--- src/rtl/regfile_wb_arbiter.sv ---
// Round-robin arbiter that shares the register-file write port between writeback units.
// It also keeps a per-register pending scoreboard that stalls issue on RAW/WAW hazards.
module regfile_wb_arbiter #(
    parameter int unsigned DATAW    = 32,
    parameter int unsigned ADDRW    = 5,
    parameter int unsigned NUM_REGS = 32,
    parameter int unsigned NUM_REQ  = 3
) (
    input  logic                     clock,
    input  logic                     reset_n,
    input  logic [NUM_REQ-1:0]       req_valid,
    output logic [NUM_REQ-1:0]       req_ready,
    input  logic [NUM_REQ*ADDRW-1:0] req_addr,
    input  logic [NUM_REQ*DATAW-1:0] req_data,
    input  logic                     issue_valid,
    input  logic                     issue_rd_en,
    input  logic [ADDRW-1:0]         issue_rd,
    input  logic [ADDRW-1:0]         issue_rs1,
    input  logic [ADDRW-1:0]         issue_rs2,
    output logic                     stall,
    output logic                     rf_write_enable,
    output logic [ADDRW-1:0]         rf_addr_rd,
    output logic [DATAW-1:0]         rf_data_rd
);

    localparam int unsigned PTRW = (NUM_REQ > 1) ? $clog2(NUM_REQ) : 1;

    logic [PTRW-1:0]     rr_ptr_q, rr_ptr_d;
    logic [NUM_REGS-1:0] pending_q, pending_d;
    logic                we_q, we_d;
    logic [ADDRW-1:0]    addr_q, addr_d;
    logic [DATAW-1:0]    data_q, data_d;

    logic [NUM_REQ-1:0]  gnt;
    logic [PTRW-1:0]     gnt_idx;
    logic [PTRW-1:0]     cand;
    logic                found;
    logic                hs;
    logic                issue_accept;
    logic [ADDRW-1:0]    sel_addr;
    logic [DATAW-1:0]    sel_data;

    // First valid requester at or above rr_ptr, wrapping modulo NUM_REQ
    always_comb begin
        gnt     = '0;
        gnt_idx = '0;
        cand    = '0;
        found   = 1'b0;
        for (int k = 0; k < int'(NUM_REQ); k++) begin
            cand = PTRW'((int'(rr_ptr_q) + k) % int'(NUM_REQ));
            if (!found && req_valid[cand]) begin
                found   = 1'b1;
                gnt_idx = cand;
            end
        end
        if (found) begin
            gnt[gnt_idx] = 1'b1;
        end
    end

    // A grant during reset must not count as a handshake
    assign req_ready = reset_n ? gnt : '0;
    assign hs        = |req_ready;

    always_comb begin
        sel_addr = '0;
        sel_data = '0;
        for (int i = 0; i < int'(NUM_REQ); i++) begin
            if (gnt[i]) begin
                sel_addr = req_addr[i*ADDRW +: ADDRW];
                sel_data = req_data[i*DATAW +: DATAW];
            end
        end
    end

    assign stall = issue_valid && (pending_q[issue_rs1] || pending_q[issue_rs2] ||
                                   (issue_rd_en && pending_q[issue_rd]));
    assign issue_accept = issue_valid && !stall && issue_rd_en && (issue_rd != '0);

    always_comb begin
        rr_ptr_d = rr_ptr_q;
        we_d     = 1'b0;
        addr_d   = addr_q;
        data_d   = data_q;
        if (hs) begin
            rr_ptr_d = (gnt_idx == PTRW'(NUM_REQ - 1)) ? '0 : gnt_idx + PTRW'(1);
            we_d     = (sel_addr != '0);
            addr_d   = sel_addr;
            data_d   = sel_data;
        end
    end

    // Clear on commit first so that a same-edge set for a new producer wins
    always_comb begin
        pending_d = pending_q;
        if (we_q) begin
            pending_d[addr_q] = 1'b0;
        end
        if (issue_accept) begin
            pending_d[issue_rd] = 1'b1;
        end
        pending_d[0] = 1'b0;
    end

    always_ff @(posedge clock) begin
        if (!reset_n) begin
            rr_ptr_q  <= '0;
            pending_q <= '0;
            we_q      <= 1'b0;
            addr_q    <= '0;
            data_q    <= '0;
        end else begin
            rr_ptr_q  <= rr_ptr_d;
            pending_q <= pending_d;
            we_q      <= we_d;
            addr_q    <= addr_d;
            data_q    <= data_d;
        end
    end

    assign rf_write_enable = we_q;
    assign rf_addr_rd      = addr_q;
    assign rf_data_rd      = data_q;

endmodule

--- config.mk ---
export PLATFORM = sky130hd
export DESIGN_NAME = regfile_wb_arbiter
export DESIGN_NICKNAME = d
export VERILOG_FILES = /design/src/rtl/regfile_wb_arbiter.sv
export SDC_FILE = /design/constraint.sdc
export NUM_CORES = 1
export LEC_CHECK = 0
export CORE_MARGIN = 2
export CORE_UTILIZATION = 40
export CTS_CLUSTER_DIAMETER = 200
export DETAILED_ROUTE_END_ITERATION = 7
export GPL_ROUTABILITY_DRIVEN = 1
export PLACE_DENSITY = 0.72
export SKIP_CTS_REPAIR_TIMING = 1
export SLEW_MARGIN = 20
export SYNTH_ARGS = -nofsm -noshare
export SYNTH_HDL_FRONTEND = slang
export SYNTH_SLANG_ARGS = --single-unit
export TNS_END_PERCENT = 30
--- constraint.sdc ---
create_clock -name clock -period 4.7 [get_ports clock]
set_input_delay 0.94 -clock clock [delete_from_list [all_inputs] [get_ports clock]]
set_output_delay 0.94 -clock clock [all_outputs]
set_load 0.02 [all_outputs]
**Yosys cells after proc, flatten, opt, wreduce, memory -nomap -nowiden**

Cells that the tools add are included.

- Add/subtract/negate cells: 3
- Multipliers: 0
- Divide/modulo/power cells: 3
- Magnitude comparators: 11
- Equality and inequality tests: 1
- Shift-type cells: 0
- Multiplexer cells: 35
- Bitwise gates (word level): 3
- Reduce and logical (&&, ||, !) cells: 19

Operators by type and width:

| kind | number |
|---|---|
| 32-bit 2-to-1 mux | 5 |
| 32-bit by 3-bit modulo with 32-bit output (second input constant) | 2 |
| 32-bit AND | 1 |
| 3-bit by 3-bit modulo with 32-bit output (second input constant) | 1 |
| 32-bit inverter | 1 |
| 32-bit bitwise OR | 1 |
| 5-bit by 6-bit < comparator with 1-bit output (second input constant) | 4 |
| 1-bit binary-select mux with 5-bit select | 3 |
| 5-bit 2-to-1 mux | 3 |
| 2-bit by 3-bit < comparator with 1-bit output (second input constant) | 4 |
| 1-bit 2-to-1 mux | 12 |
| 1-bit demux with 5-bit select | 2 |
| 5-bit by 1-bit greater-or-equal comparator with 1-bit output (second input constant) | 2 |
| 1-bit logical AND | 10 |
| 5-bit nonzero test | 2 |
| 2-bit 2-to-1 mux | 4 |
| 1-bit binary-select mux with 2-bit select | 3 |
| 3-bit 2-to-1 mux | 2 |
| 2-bit by 1-bit adder with 3-bit output (second input constant) | 1 |
| 2-bit by 2-bit adder with 3-bit output (second input constant) | 1 |
| 1-bit zero test | 3 |
| 3-bit OR reduction | 1 |
| 2-bit by 1-bit adder with 2-bit output (second input constant) | 1 |
| 1-bit demux with 2-bit select | 1 |
| 4 further kinds | 5 |

- Flip-flop bits (word level): 72
- Latch bits: 0
- Bits in writable memories: 0
- Bits in read-only memories: 0
- Input port bits: 133
- Output and inout port bits: 42
- Word-level logic and storage cells: 81
- Memories: 0

**Depth between registers and ports, before layout**

Gate-level depths: netlist of the first run.

- Depth in word-level cells: 19
- Mapped depth: 12
- Mapped depth without buffers: 9

**Least setup slack after synthesis of the first run**

Ideal clock, no wire load.

- Kind: input to output
- Start: input port issue_rs1[1]
- End: output port stall
- Arrival time: 2722 ps
- Required time: 3760 ps
- Setup slack: 1038 ps
- Stages: 6
- Buffers on the path: 1
- Cells stage by stage: buf_2 -> mux4_2 -> mux4_2 -> mux2_2 -> a211oi_2 -> nor2b_1

- Cells in the longest elaborated chain, start to end: 5

RTL lines:

| item | line | text |
|---|---|---|
| start, declared | 18 | `input logic [ADDRW-1:0] issue_rs1,` |
| 1-bit binary-select mux with 5-bit select | 76 | `assign stall = issue_valid && (pending_q[issue_rs1] \|\| pending_q[issue_rs2] \|\|` |
| 1-bit 2-to-1 mux (implied by the code) | 76 |  |
| 1-bit logical OR (2 in a row) | 76 |  |
| 1-bit logical AND | 76 |  |
| end, declared | 20 | `output logic stall,` |

No other way between the ends. The select of a mux whose other input is x is not followed.

**Worst setup path after layout of the first run**

- Start: input port req_valid[1]
- End: output port req_ready[2]

- Cells in the longest elaborated chain, start to end: 15
- Elaborated cells between the ends (all ways): 23
- Classes of those cells: 2 x order compare; 16 x mux; 5 x reduce/logical

RTL lines:

| item | line | text |
|---|---|---|
| start, declared | 11 | `input logic [NUM_REQ-1:0] req_valid,` |
| 1-bit binary-select mux with 2-bit select | 51 | `if (!found && req_valid[cand]) begin` |
| 1-bit 2-to-1 mux (implied by the code) | 51 |  |
| 1-bit 2-to-1 mux | 51 |  |
| 1-bit zero test | 51 |  |
| 1-bit logical AND | 51 |  |
| 1-bit 2-to-1 mux | 51 |  |
| 1-bit zero test | 51 |  |
| 1-bit logical AND | 51 |  |
| 2-bit 2-to-1 mux | 51 |  |
| 2-bit by 3-bit < comparator with 1-bit output (implied by the code) or 2-bit by 1-bit greater-or-equal comparator with 1-bit output (tied branches) | 57 | `gnt[gnt_idx] = 1'b1;` |
| 1-bit logical AND (implied by the code) | 57 |  |
| 1-bit 2-to-1 mux (implied by the code) | 57 |  |
| 1-bit demux with 2-bit select | 57 |  |
| 3-bit 2-to-1 mux (*) | 56 | `if (found) begin` |
| 3-bit 2-to-1 mux (*) | 62 | `assign req_ready = reset_n ? gnt : '0;` |
| end, declared | 12 | `output logic [NUM_REQ-1:0] req_ready,` |

Every way passes the cells marked *; elsewhere a longest branch is shown, timed or not. The select of a mux whose other input is x is not followed.

==> out/qor.log, run 1 <==
[drt] routed wire length 14.6 mm
[final_layout] fraction of layout instances using a drive strength above 1 0.102
[worst_setup_path] most frequent cell on the critical path sky130_fd_sc_hd__clkdlybuf4s50_1
[worst_setup_path] crit path buf inv count 3
[yosys] instance count of the mapped netlist 501
[final_layout] Final Core Density 0.611
[worst_setup_path] Arrival @ worst endpoint 3.52 ns
[sta] post-layout minimum cycle time 4.46 ns
[pwr] share of power burned in combinational logic 0.562
[grt] number of global-route vias before repair 4466
[grt] pin count of the biggest net entering global routing 65
[worst_setup_path] crit-path max FO 12
[sta] number of endpoints with negative hold slack in the final report 0
[grt] first-pass GRT wire length 22.7 mm
[cts] number of buffers created by CTS 9
[yosys] Cell Area, Synth 4380 µm²
[worst_setup_path] CP peak stage delay 0.63 ns
[cts] root buffer selected by CTS sky130_fd_sc_hd__clkbuf_8
[final_layout] highest-count cells in the layout ignoring fill and taps 173 x sky130_fd_sc_hd__clkdlybuf4s50_1, 84 x sky130_fd_sc_hd__nand2_1, 72 x sky130_fd_sc_hd__o21ai_0
[pwr] leakage power total 2.40 nW
[final_layout] number of nets in the layout 800
[sta] Post-Route Skew 0.0114 ns
[yosys] combinational family with the most area after synthesis compound AO/OA/AOI/OAI gates
[sta] total of endpoints with negative setup slack in the final report 0
[outcome] outcome complete, no violations
[floorplanning] die extent in y 109 µm
[place] placer's final routability congestion estimate 0.882
[grt] global route overflow 0
[worst_setup_path] crit-path cells clkdlybuf4s50_1 > nand2b_1 > and3_1 > nor4_1 > o32ai_4 > buf_4 > nor2_1 > clkdlybuf4s50_1
[worst_setup_path] CP delay by family, top buffers and inverters
[worst_setup_path] class of the most critical setup path in2out
[yosys] compound-gate portion of the synthesized area 0.241
[yosys] number of nets in the synthesized netlist 638
[pwr] relative contribution of sequential cells to total power 0.258
[final_layout] most common cell after layout, fill and taps aside sky130_fd_sc_hd__clkdlybuf4s50_1
[place] buffers added on ports 174
[sta] Period Utilization, post-route 0.950
[yosys] warnings from Yosys 0
[yosys] Post-synth top flop sky130_fd_sc_hd__dfxtp_1
[drt] violation count after the first detailed-routing iteration 290
[yosys] fraction of synthesized cell area in xor and xnor cells 0
[drt] routed wirelength normalized by instance count 18.1 µm
[pwr] net switching power figure 1.42 mW
[yosys] Yosys cell types 44
[sta] final total negative setup slack 0 ns
[cts] H-tree depth 3
[yosys] Synth Area per Inst 8.75 µm²
[sta] setup repair after global routing missed its margin no
[worst_setup_path] Critical Path Source Type primary input
[floorplanning] Chip Width 109 µm
[floorplanning] IO Pins 175
[yosys] simple-gate portion of the synthesized area 0.139
[min_path] worst min-delay path class reg2reg
[drt] number of vias per cell 5.56
[pwr] highest ir drop seen on vdd 0.440 mV
[pwr] total power divided by cell area 508 nW/µm²
[cts] CTS tree built
[drt] number of vias after detailed routing 4494
[yosys] number of enable flip-flop cells after synthesis 0
[pwr] part of the power in the clock network 0.180
[worst_setup_path] nature of the critical path endpoint output port
[worst_setup_path] cell with the largest stage delay on the worst path sky130_fd_sc_hd__clkdlybuf4s50_1
[floorplanning] core outline area 10700 µm²
[final_layout] Antenna diodes 0
[yosys] async set or reset register ratio after synthesis 0
[cts] Max Root-Sink Buffers 2
[drt] first-pass detailed-route iteration total 5
[yosys] Yosys reg bits 71
[pwr] total chip power 3.34 mW
[flow_run] total of max-cap violations 0
[pwr] Cell Int Power 1.92 mW
[yosys] adder-cell share of the synthesized area 0.0114
[sta] Worst Max-Slew Pin Slew 1.17 ns
[sta] f_max 224 MHz
[yosys] multiplexer fraction of the synthesized cell area 0.237
[floorplanning] initial standard-cell utilization of the core 0.408
[place] detailed placement HPWL 11.3 mm
[sta] worst slew margin relative to its limit 0.210
[cts] clock transition time at the flip-flop clock pins of the worst setup and hold paths 0.07 ns
[worst_setup_path] Required @ worst endpoint 3.76 ns
[drt] antenna-violating nets left 0
[floorplanning] Die Area 11800 µm²
[yosys] sequential share of the synthesized area 0.324
[final_layout] layout overhead on the synthesized area 49.8%
[cts] clock sink count 71
[cts] Clock Latency Late Sink 0.36 ns
[pwr] switching share of power 0.424
[grt] gr usage total 0.253
[drt] final routed DRC violation total 0
[grt] number of antenna violations at the first check in global routing 0
[floorplanning] FP Rows 38
[final_layout] Fill cells 979
[sta] number of pins with negative max-slew slack in the final report 0
-- area by class of cell --
cell class	count	area, µm²	area share
multi-input combinational	378	2790	0.425
inverter	13	48.8	0.00743
timing repair buffer	190	1890	0.288
clock inverter	7	121	0.0185
sequential	71	1420	0.216
tap	140	175	0.0267
clock buffer	9	124	0.0189
-- per-layer routing --
| metal | up-vias | routed length (µm) | share of wire | global-route usage |
|---|---|---|---|---|
| met5 | - | 0 | 0 | 0 |
| met4 | 0 | 557 | 0.038 | 0.132 |
| met3 | 41 | 985 | 0.068 | 0.0538 |
| met2 | 226 | 7350 | 0.50 | 0.435 |
| met1 | 2032 | 5700 | 0.39 | 0.295 |
| li1 | 2195 | - | - | - |
-- state kept, by name, summed over array words and instances (netlist names) --
register / count
rf_data_rd: 32
pending_q: 31
rf_addr_rd: 5
rr_ptr_q: 2
rf_write_enable: 1
-- synthesized netlist by cell type, drive strengths merged, types with 2 or more instances --
cell | n | share of area
clkbuf | 29 | 0.025
mux2i | 42 | 0.096
a21oi | 8 | 0.0091
o31ai | 31 | 0.053
nand3b | 6 | 0.010
mux2 | 3 | 0.0077
inv | 13 | 0.011
or3b | 2 | 0.0040
or3 | 2 | 0.0029
nand3 | 4 | 0.0046
and2 | 4 | 0.0057
o211ai | 36 | 0.062
o21ai | 74 | 0.084
a31oi | 5 | 0.0071
nor3 | 3 | 0.0034
dfxtp | 71 | 0.32
nor2b | 2 | 0.0029
o32ai | 2 | 0.0040
nand2 | 84 | 0.072
ha | 4 | 0.011
nor2 | 17 | 0.015
nand2b | 6 | 0.0086
buf | 10 | 0.012
mux4 | 26 | 0.13
-- worst paths after layout --
path	from	to	slack, ns	cells after the start
worst min register to register	rf_data_rd[26]$_SDFFE_PN0P_	rf_data_rd[26]$_SDFFE_PN0P_	0.46	2
worst max-delay path	req_valid[1]	req_ready[2]	0.24	8
worst min-delay path	rf_data_rd[26]$_SDFFE_PN0P_	rf_data_rd[26]$_SDFFE_PN0P_	0.46	2
worst max register to register	rr_ptr_q[0]$_SDFFE_PN0P_	rf_data_rd[26]$_SDFFE_PN0P_	1.66	10
-- cell families (layout without fill, tap and decap cells) --
| family | count (synthesis) | in the layout |
|---|---|---|
| adders and majority gates | 4 | 4 |
| and+or+nand+nor | 136 | 136 |
| DFF | 71 | 71 |
| buffers and inverters | 52 | 219 |
| muxes | 71 | 71 |
| AOI/OAI and AO/OA | 167 | 167 |
-- through the flow --
| stage | hold WS, ns | cells | instance area [µm²] | setup slack (ns) |
|---|---|---|---|---|
| 2_1_floorplan | 0.485 | 501 | 4380 | 1.04 |
| 3_3_place_gp | 0.436 | 792 | 6320 | 0.0504 |
| 3_5_place_dp | 0.441 | 792 | 6320 | 0.0409 |
| 4_1_cts | 0.460 | 808 | 6570 | 0.0364 |
| 5_1_grt | 0.483 | 808 | 6570 | 0.111 |
| 6_report | 0.458 | 808 | 6570 | 0.235 |
-- worst register-to-register path: cells and delay by family (launching register included) --
kind | cells | cell delay, ns
DFF | 1 | 0.42
AOI/OAI and AO/OA | 4 | 0.81
adders and majority gates | 1 | 0.44
buffers and inverters | 2 | 0.64
and+or+nand+nor | 2 | 0.28
muxes | 1 | 0.34
-- power groups by stage --
stage / registers (mW) / logic, mW / clock network, mW
after global routing: 0.882 / 2.07 / 0.636
after global placement: 0.863 / 1.85 / 0
after CTS: 0.862 / 1.89 / 0.612
final: 0.862 / 1.88 / 0.599
after floorplan: 0.996 / 1.04 / 0
after detailed placement: 0.872 / 1.88 / 0
Note: power is estimated with default switching activity, not from simulation.
==> run 2, diff against run 1 <==
--- a/config.mk
+++ b/config.mk
@@ -11,6 +11,7 @@
 export DETAILED_ROUTE_END_ITERATION = 7
 export GPL_ROUTABILITY_DRIVEN = 1
 export PLACE_DENSITY = 0.72
+export RECOVER_POWER = 100
 export SKIP_CTS_REPAIR_TIMING = 1
 export SLEW_MARGIN = 20
 export SYNTH_ARGS = -nofsm -noshare
==> run 2 against run 1 <==
Effect of this change: non-clock buffer count is the same; maximum frequency shrank 0.34%; worst hold slack lost 0.0060 ns; sequential power shrank 0.8%; core utilization shrank 0.33 points; critical path depth is the same; sequential cell count is the same; via count grew 0.16%; register-to-register slack lost 0.52 ns; wire length grew 0.19%; combinational power shrank 3%; critical endpoint unchanged; largest power group unchanged.
==> out/qor.log, run 2 (synthesis gave the netlist of run 1 again) <==
[outcome] outcome complete, no violations
[sta] Worst Max-Slew Pin Slew 1.47 ns [+0.308 ns]
[worst_setup_path] most frequent cell on the critical path sky130_fd_sc_hd__clkdlybuf4s50_1
[cts] CTS tree built
[pwr] highest ir drop seen on vdd 0.429 mV [-2.6%]
[cts] root buffer selected by CTS sky130_fd_sc_hd__clkbuf_8
[final_layout] fraction of layout instances using a drive strength above 1 0.0943 [-0.00749]
[drt] antenna-violating nets left 0 [unchanged]
[drt] routed wirelength normalized by instance count 18.1 µm [+0.19%]
[final_layout] Antenna diodes 0 [unchanged]
[min_path] Worst Min Path Start rf_data_rd[26]$_SDFFE_PN0P_
[grt] number of antenna violations at the first check in global routing 0 [unchanged]
[worst_setup_path] CP peak stage delay 0.61 ns [-0.02 ns]
[place] buffers added on ports 174 [unchanged]
[grt] number of global-route vias before repair 4466 [unchanged]
[worst_setup_path] crit path buf inv count 3 [unchanged]
[worst_setup_path] launching point of the worst reg2reg path rr_ptr_q[0]$_SDFFE_PN0P_
[worst_setup_path] worst setup path endpoint req_ready[2]
[drt] routed wire length 14.6 mm [+0.19%]
[floorplanning] Chip Width 109 µm [unchanged]
[final_layout] number of flip-flops under the largest register name 32 [unchanged]
[sta] final total negative setup slack 0 ns [unchanged]
[sta] setup repair after global routing missed its margin no
[worst_setup_path] cell with the largest stage delay on the worst path sky130_fd_sc_hd__clkdlybuf4s50_1
[drt] first-pass detailed-route iteration total 5 [unchanged]
[worst_setup_path] Arrival @ worst endpoint 3.54 ns [+0.02 ns]
[floorplanning] Die Area 11800 µm² [unchanged]
[floorplanning] IO Pins 175 [unchanged]
[grt] global route overflow 0 [unchanged]
[cts] number of buffers created by CTS 9 [unchanged]
[floorplanning] core outline area 10700 µm² [unchanged]
[cts] clock transition time at the flip-flop clock pins of the worst setup and hold paths 0.07 ns [about the same]
[floorplanning] FP Rows 38 [unchanged]
[worst_setup_path] CP delay by family, top buffers and inverters
[grt] first-pass GRT wire length 22.7 mm [unchanged]
[final_layout] number of nets in the layout 800 [unchanged]
[sta] number of pins with negative max-slew slack in the final report 0 [unchanged]
[drt] number of vias after detailed routing 4501 [+0.16%]
[floorplanning] initial standard-cell utilization of the core 0.408 [unchanged]
[cts] Max Root-Sink Buffers 2 [unchanged]
[min_path] Hold Crit Depth 2 [unchanged]
[worst_setup_path] Required @ worst endpoint 3.76 ns [about the same]
[cts] clock sink count 71 [unchanged]
[sta] number of endpoints with negative hold slack in the final report 0 [unchanged]
[sta] f_max 223 MHz [-0.34%]
[worst_setup_path] Critical Path Source Type primary input
[pwr] leakage power total 2.44 nW [+1.7%]
[drt] violation count after the first detailed-routing iteration 328 [+13%]
[pwr] total power divided by cell area 502 nW/µm² [-1.3%]
[sta] post-layout minimum cycle time 4.48 ns [+0.0153 ns]
[worst_setup_path] R2R cell count 10 [unchanged]
[grt] gr usage total 0.253 [unchanged]
[place] placer's final routability congestion estimate 0.882 [unchanged]
[grt] pin count of the biggest net entering global routing 65 [unchanged]
[worst_setup_path] class of the most critical setup path in2out
[cts] H-tree depth 3 [unchanged]
[final_layout] layout overhead on the synthesized area 49.0%
[worst_setup_path] endpoint of the most critical register-to-register path rf_data_rd[26]$_SDFFE_PN0P_
[final_layout] most common cell after layout, fill and taps aside sky130_fd_sc_hd__clkdlybuf4s50_1
[worst_setup_path] R2R setup slack 1.14 ns [-0.52 ns]
[worst_setup_path] crit-path cells clkdlybuf4s50_1 > mux2i_1 > o21ai_0 > nor4_1 > o32ai_4 > buf_4 > nor2_1 > clkdlybuf4s50_1
[place] detailed placement HPWL 11.3 mm [unchanged]
[floorplanning] die extent in y 109 µm [unchanged]
[drt] number of vias per cell 5.57 [+0.16%]
[worst_setup_path] WP depth 8 [unchanged]
[place] placed inst area 6320 µm² [unchanged]
[worst_setup_path] Worst setup startpoint req_valid[2]
[sta] Period Utilization, post-route 0.953 [+0.00325]
[sta] worst slew margin relative to its limit 0.0171 [-0.193]
[final_layout] highest-count cells in the layout ignoring fill and taps 132 x sky130_fd_sc_hd__clkdlybuf4s50_1, 84 x sky130_fd_sc_hd__nand2_1, 73 x sky130_fd_sc_hd__o21ai_0
[cts] Clock Latency Late Sink 0.36 ns [about the same]
[worst_setup_path] nature of the critical path endpoint output port
[flow_run] total of max-cap violations 0 [unchanged]
[sta] Post-Route Skew 0.0122 ns [+0.000810 ns]
[drt] final routed DRC violation total 0 [unchanged]
[final_layout] final instance area 6530 µm² [-0.53%]
[min_path] worst min-delay path class reg2reg
[sta] total of endpoints with negative setup slack in the final report 0 [unchanged]
[worst_setup_path] crit-path max FO 12 [unchanged]
[sta] final hold slack 0.452 ns [-0.00597 ns]
-- run 2: per-layer routing --
metal / track usage / share of wire / vias up
met2: 0.435 / 0.51 / 219
met1: 0.295 / 0.39 / 2038
met5: 0 / 0 / -
li1: - / - / 2200
met3: 0.0538 / 0.066 / 44
met4: 0.132 / 0.040 / 0
-- run 2: worst reg2reg max path, stage by stage, from the launching register on --
cell and delay, ns:
sky130_fd_sc_hd__dfxtp_1 0.41, sky130_fd_sc_hd__inv_1 0.09, sky130_fd_sc_hd__ha_1 0.44, sky130_fd_sc_hd__nor2b_1 0.19
sky130_fd_sc_hd__o211a_1 0.24, sky130_fd_sc_hd__o41ai_1 0.48, sky130_fd_sc_hd__clkbuf_2 0.92, sky130_fd_sc_hd__mux2i_1 0.38
sky130_fd_sc_hd__nand2_1 0.10, sky130_fd_sc_hd__o21ai_0 0.10, sky130_fd_sc_hd__o21ai_0 0.09
-- run 2: per-stage QoR --
stage | setup WS (ns) | total power, mW | utilization | cells
after detailed placement | 0.0409 | 2.75 | 0.588 | 792
after floorplan | 1.04 | 2.04 | - | 501
after global routing | 0.0668 | 3.53 | 0.608 | 808
after CTS | 0.0364 | 3.36 | 0.611 | 808
after global placement | 0.0504 | 2.72 | 0.588 | 792
final | 0.220 | 3.28 | 0.608 | 808
-- run 2: how the worst min path moves through the flow --
| stage | endpoint | slack, ns |
|---|---|---|
| 2_1_floorplan | rr_ptr_q[0]$_SDFFE_PN0P_ | 0.48 |
| 3_3_place_gp | rf_data_rd[25]$_SDFFE_PN0P_ | 0.44 |
| 3_5_place_dp | rf_data_rd[10]$_SDFFE_PN0P_ | 0.44 |
| 4_1_cts | rf_data_rd[10]$_SDFFE_PN0P_ | 0.46 |
| 5_1_grt | rf_data_rd[1]$_SDFFE_PN0P_ | 0.48 |
| 6_report | rf_data_rd[26]$_SDFFE_PN0P_ | 0.45 |
-- run 2: area by class of cell --
cell class / instances / area [µm²]
timing repair buffer: 190 / 1870
multi-input combinational: 378 / 2780
clock inverter: 7 / 121
fill: 990 / 4210
inverter: 13 / 48.8
sequential: 71 / 1420
clock buffer: 9 / 124
tap: 140 / 175
-- run 2: report_power, final --
part / total, mW / internal (mW) / switching [mW]
Sequential: 0.855 / 0.751 / 0.104
Combinational: 1.82 / 0.766 / 1.06
Clock: 0.599 / 0.353 / 0.247
Total: 3.28 / 1.87 / 1.41
==> run 3, diff against run 2 <==
--- a/config.mk
+++ b/config.mk
@@ -10,6 +10,7 @@
 export CTS_CLUSTER_DIAMETER = 200
 export DETAILED_ROUTE_END_ITERATION = 7
 export GPL_ROUTABILITY_DRIVEN = 1
+export GPL_TIMING_DRIVEN = 0
 export PLACE_DENSITY = 0.72
 export RECOVER_POWER = 100
 export SKIP_CTS_REPAIR_TIMING = 1
==> run 3 against run 2 <==
Effect of this change: the run now ends with setup timing left; setup slack got worse by 0.39 ns; total power rose by 1.5%; sequential cell count did not move.
==> out/qor.log, run 3 (synthesis gave the netlist of run 1 again) <==
[grt] global route overflow 0 [unchanged]
[worst_setup_path] R2R setup slack 1.47 ns [+0.33 ns]
[worst_setup_path] nature of the critical path endpoint output port
[worst_setup_path] launching point of the worst reg2reg path rr_ptr_q[0]$_SDFFE_PN0P_
[worst_setup_path] crit-path max FO 10 [-2]
[cts] H-tree depth 3 [unchanged]
[drt] routed wirelength normalized by instance count 18.3 µm [+1.1%]
[floorplanning] core outline area 10700 µm² [unchanged]
[min_path] Worst Hold End rf_data_rd[26]$_SDFFE_PN0P_
[cts] root buffer selected by CTS sky130_fd_sc_hd__clkbuf_8
[sta] PnR worst setup slack -0.167 ns [-0.387 ns]
[pwr] leakage power total 2.43 nW [-0.27%]
[grt] gr usage total 0.264 [+0.0110]
[cts] Max Root-Sink Buffers 2 [unchanged]
[drt] number of vias per cell 5.76 [+3.4%]
[final_layout] number of flip-flops under the largest register name 32 [unchanged]
[place] minimum setup slack after placement -0.412 ns [-0.453 ns]
[grt] pin count of the biggest net entering global routing 15 [-77%]
[final_layout] Antenna diodes 0 [unchanged]
[worst_setup_path] crit-path cells clkdlybuf4s50_1 > clkbuf_1 > mux4_2 > mux4_2 > mux2_2 > a211oi_2 > nor2b_1 > clkdlybuf4s50_1
[final_layout] layout overhead on the synthesized area 48.4%
[cts] Clock Latency Late Sink 0.37 ns [about the same]
[worst_setup_path] Arrival @ worst endpoint 3.93 ns [+0.39 ns]
[outcome] outcome complete, but fails checks
[final_layout] Sequential cell area 1420 µm² [unchanged]
[drt] first-pass detailed-route iteration total 6 [+1]
[place] detailed placement HPWL 12.0 mm [+6.8%]
[floorplanning] Die Area 11800 µm² [unchanged]
[min_path] Hold Crit Depth 2 [unchanged]
[grt] Top Usage Layer GRT met2
[grt] M2 GR Usage 0.489 [+0.0545]
[pwr] total power divided by cell area 511 nW/µm² [+1.9%]
[worst_setup_path] Required @ worst endpoint 3.76 ns [about the same]
[cts] clock sink count 71 [unchanged]
[sta] Post-Route Skew 0.0194 ns [+0.00724 ns]
[final_layout] most common cell after layout, fill and taps aside sky130_fd_sc_hd__clkdlybuf4s50_1
[min_path] Worst Min Path Start rf_data_rd[26]$_SDFFE_PN0P_
[grt] number of global-route vias before repair 4968 [+11%]
[sta] number of pins with negative max-slew slack in the final report 0 [unchanged]
[worst_setup_path] R2R cell count 12 [+2]
[place] buffers added on ports 167 [-4.0%]
[outcome] violated checks setup timing
[worst_setup_path] WP depth 8 [unchanged]
[drt] routed wire length 15.1 mm [+3.1%]
[sta] Worst Max-Slew Pin Slew 0.734 ns [-0.740 ns]
[final_layout] Fill cells 988 [-0.20%]
[floorplanning] IO Pins 175 [unchanged]
[final_layout] fraction of layout instances using a drive strength above 1 0.0906 [-0.00367]
[worst_setup_path] Critical Path Source Type primary input
[drt] antenna-violating nets left 0 [unchanged]
[worst_setup_path] crit path buf inv count 3 [unchanged]
[final_layout] highest-count cells in the layout ignoring fill and taps 127 x sky130_fd_sc_hd__clkdlybuf4s50_1, 84 x sky130_fd_sc_hd__nand2_1, 72 x sky130_fd_sc_hd__o21ai_0
[min_path] worst min-delay path class reg2reg
[final_layout] number of nets in the layout 816 [+2.0%]
[worst_setup_path] CP peak stage delay 0.54 ns [-0.07 ns]
[sta] total of endpoints with negative setup slack in the final report 1 [+1]
[worst_setup_path] cell with the largest stage delay on the worst path sky130_fd_sc_hd__clkdlybuf4s50_1
[cts] number of buffers created by CTS 9 [unchanged]
[sta] post-layout minimum cycle time 4.87 ns [+0.387 ns]
[floorplanning] Chip Width 109 µm [unchanged]
[floorplanning] FP Rows 38 [unchanged]
[place] placer's final routability congestion estimate 0.909 [+3.1%]
[sta] setup repair after global routing missed its margin yes
[grt] met1 usage in global routing 0.289 [-0.00578]
[worst_setup_path] class of the most critical setup path in2out
[drt] number of vias after detailed routing 4745 [+5.4%]
[sta] worst slew margin relative to its limit 0.510 [+0.493]
[pwr] highest ir drop seen on vdd 0.313 mV [-27%]
[floorplanning] initial standard-cell utilization of the core 0.408 [unchanged]
[floorplanning] die extent in y 109 µm [unchanged]
[sta] number of endpoints with negative hold slack in the final report 0 [unchanged]
[grt] first-pass GRT wire length 24.3 mm [+6.8%]
[sta] f_max 205 MHz [-8.0%]
[grt] met3 GRT Util 0.0604 [+0.00658]
[flow_run] total of max-cap violations 0 [unchanged]
[final_layout] Final Core Density 0.606 [-0.00245]
[worst_setup_path] endpoint of the most critical register-to-register path rf_addr_rd[2]$_SDFFE_PN0P_
[worst_setup_path] CP delay by family, top buffers and inverters
[grt] number of antenna violations at the first check in global routing 0 [unchanged]
[cts] clock transition time at the flip-flop clock pins of the worst setup and hold paths 0.08 ns [about the same]
[drt] final routed DRC violation total 0 [unchanged]
[drt] violation count after the first detailed-routing iteration 379 [+16%]
[final_layout] Multi-input gate area 2800 µm² [+0.90%]
[sta] Period Utilization, post-route 1.04 [+0.0824]
[cts] CTS tree built
==> run 3: worst max-delay path by stage <==
stage / startpoint / endpoint
3_3_place_gp: req_valid[1] / req_ready[0]
3_5_place_dp: req_valid[2] / req_ready[0]
6_report: issue_rd[1] / stall
4_1_cts: req_valid[2] / req_ready[0]
5_1_grt: issue_rd[1] / stall
2_1_floorplan: issue_rs1[1] / stall
==> run 3: report_power, final <==
part / switching [mW] / total, mW / internal, mW
registers: 0.0939 / 0.845 / 0.751
clock network: 0.259 / 0.564 / 0.305
logic: 1.15 / 1.92 / 0.770
total: 1.50 / 3.33 / 1.83
==> run 3: final cells by class <==
type / count / share of cell area
multi-input combinational: 378 / 0.430
timing repair buffer: 167 / 0.257
sequential: 71 / 0.218
tap: 140 / 0.0269
buffer: 39 / 0.0244
clock buffer: 9 / 0.0190
clock inverter: 7 / 0.0160
inverter: 13 / 0.00750
==> run 3: through the flow <==
stage	area [µm²]	hold WS (ns)	instances	power, mW	setup TNS (ns)
after floorplan	4380	0.485	501	2.04	0
after global placement	6230	0.436	808	2.74	-0.502
after detailed placement	6230	0.446	808	2.77	-0.732
after CTS	6460	0.466	824	3.33	-0.770
after global routing	6510	0.489	824	3.56	-0.363
final	6510	0.454	824	3.33	-0.167
==> run 3: per-layer routing <==
metal  up-vias  part of all wire
met4         0             0.030
met2       249              0.53
met1      2215              0.37
met3        45             0.074
li1       2236                 -
met5         -                 0
==> run 3: worst register-to-register path: stages, from the launching register on <==
cell                       delay (ns)
sky130_fd_sc_hd__dfxtp_1         0.38
sky130_fd_sc_hd__inv_1           0.10
sky130_fd_sc_hd__ha_1            0.29
sky130_fd_sc_hd__clkbuf_1        0.22
sky130_fd_sc_hd__nor4bb_1        0.33
sky130_fd_sc_hd__a31oi_1         0.07
sky130_fd_sc_hd__o21a_1          0.24
sky130_fd_sc_hd__o32ai_4         0.32
sky130_fd_sc_hd__clkbuf_1        0.42
sky130_fd_sc_hd__clkbuf_1        0.42
sky130_fd_sc_hd__o211ai_1        0.14
sky130_fd_sc_hd__o21ai_0         0.11
sky130_fd_sc_hd__a21oi_1         0.09
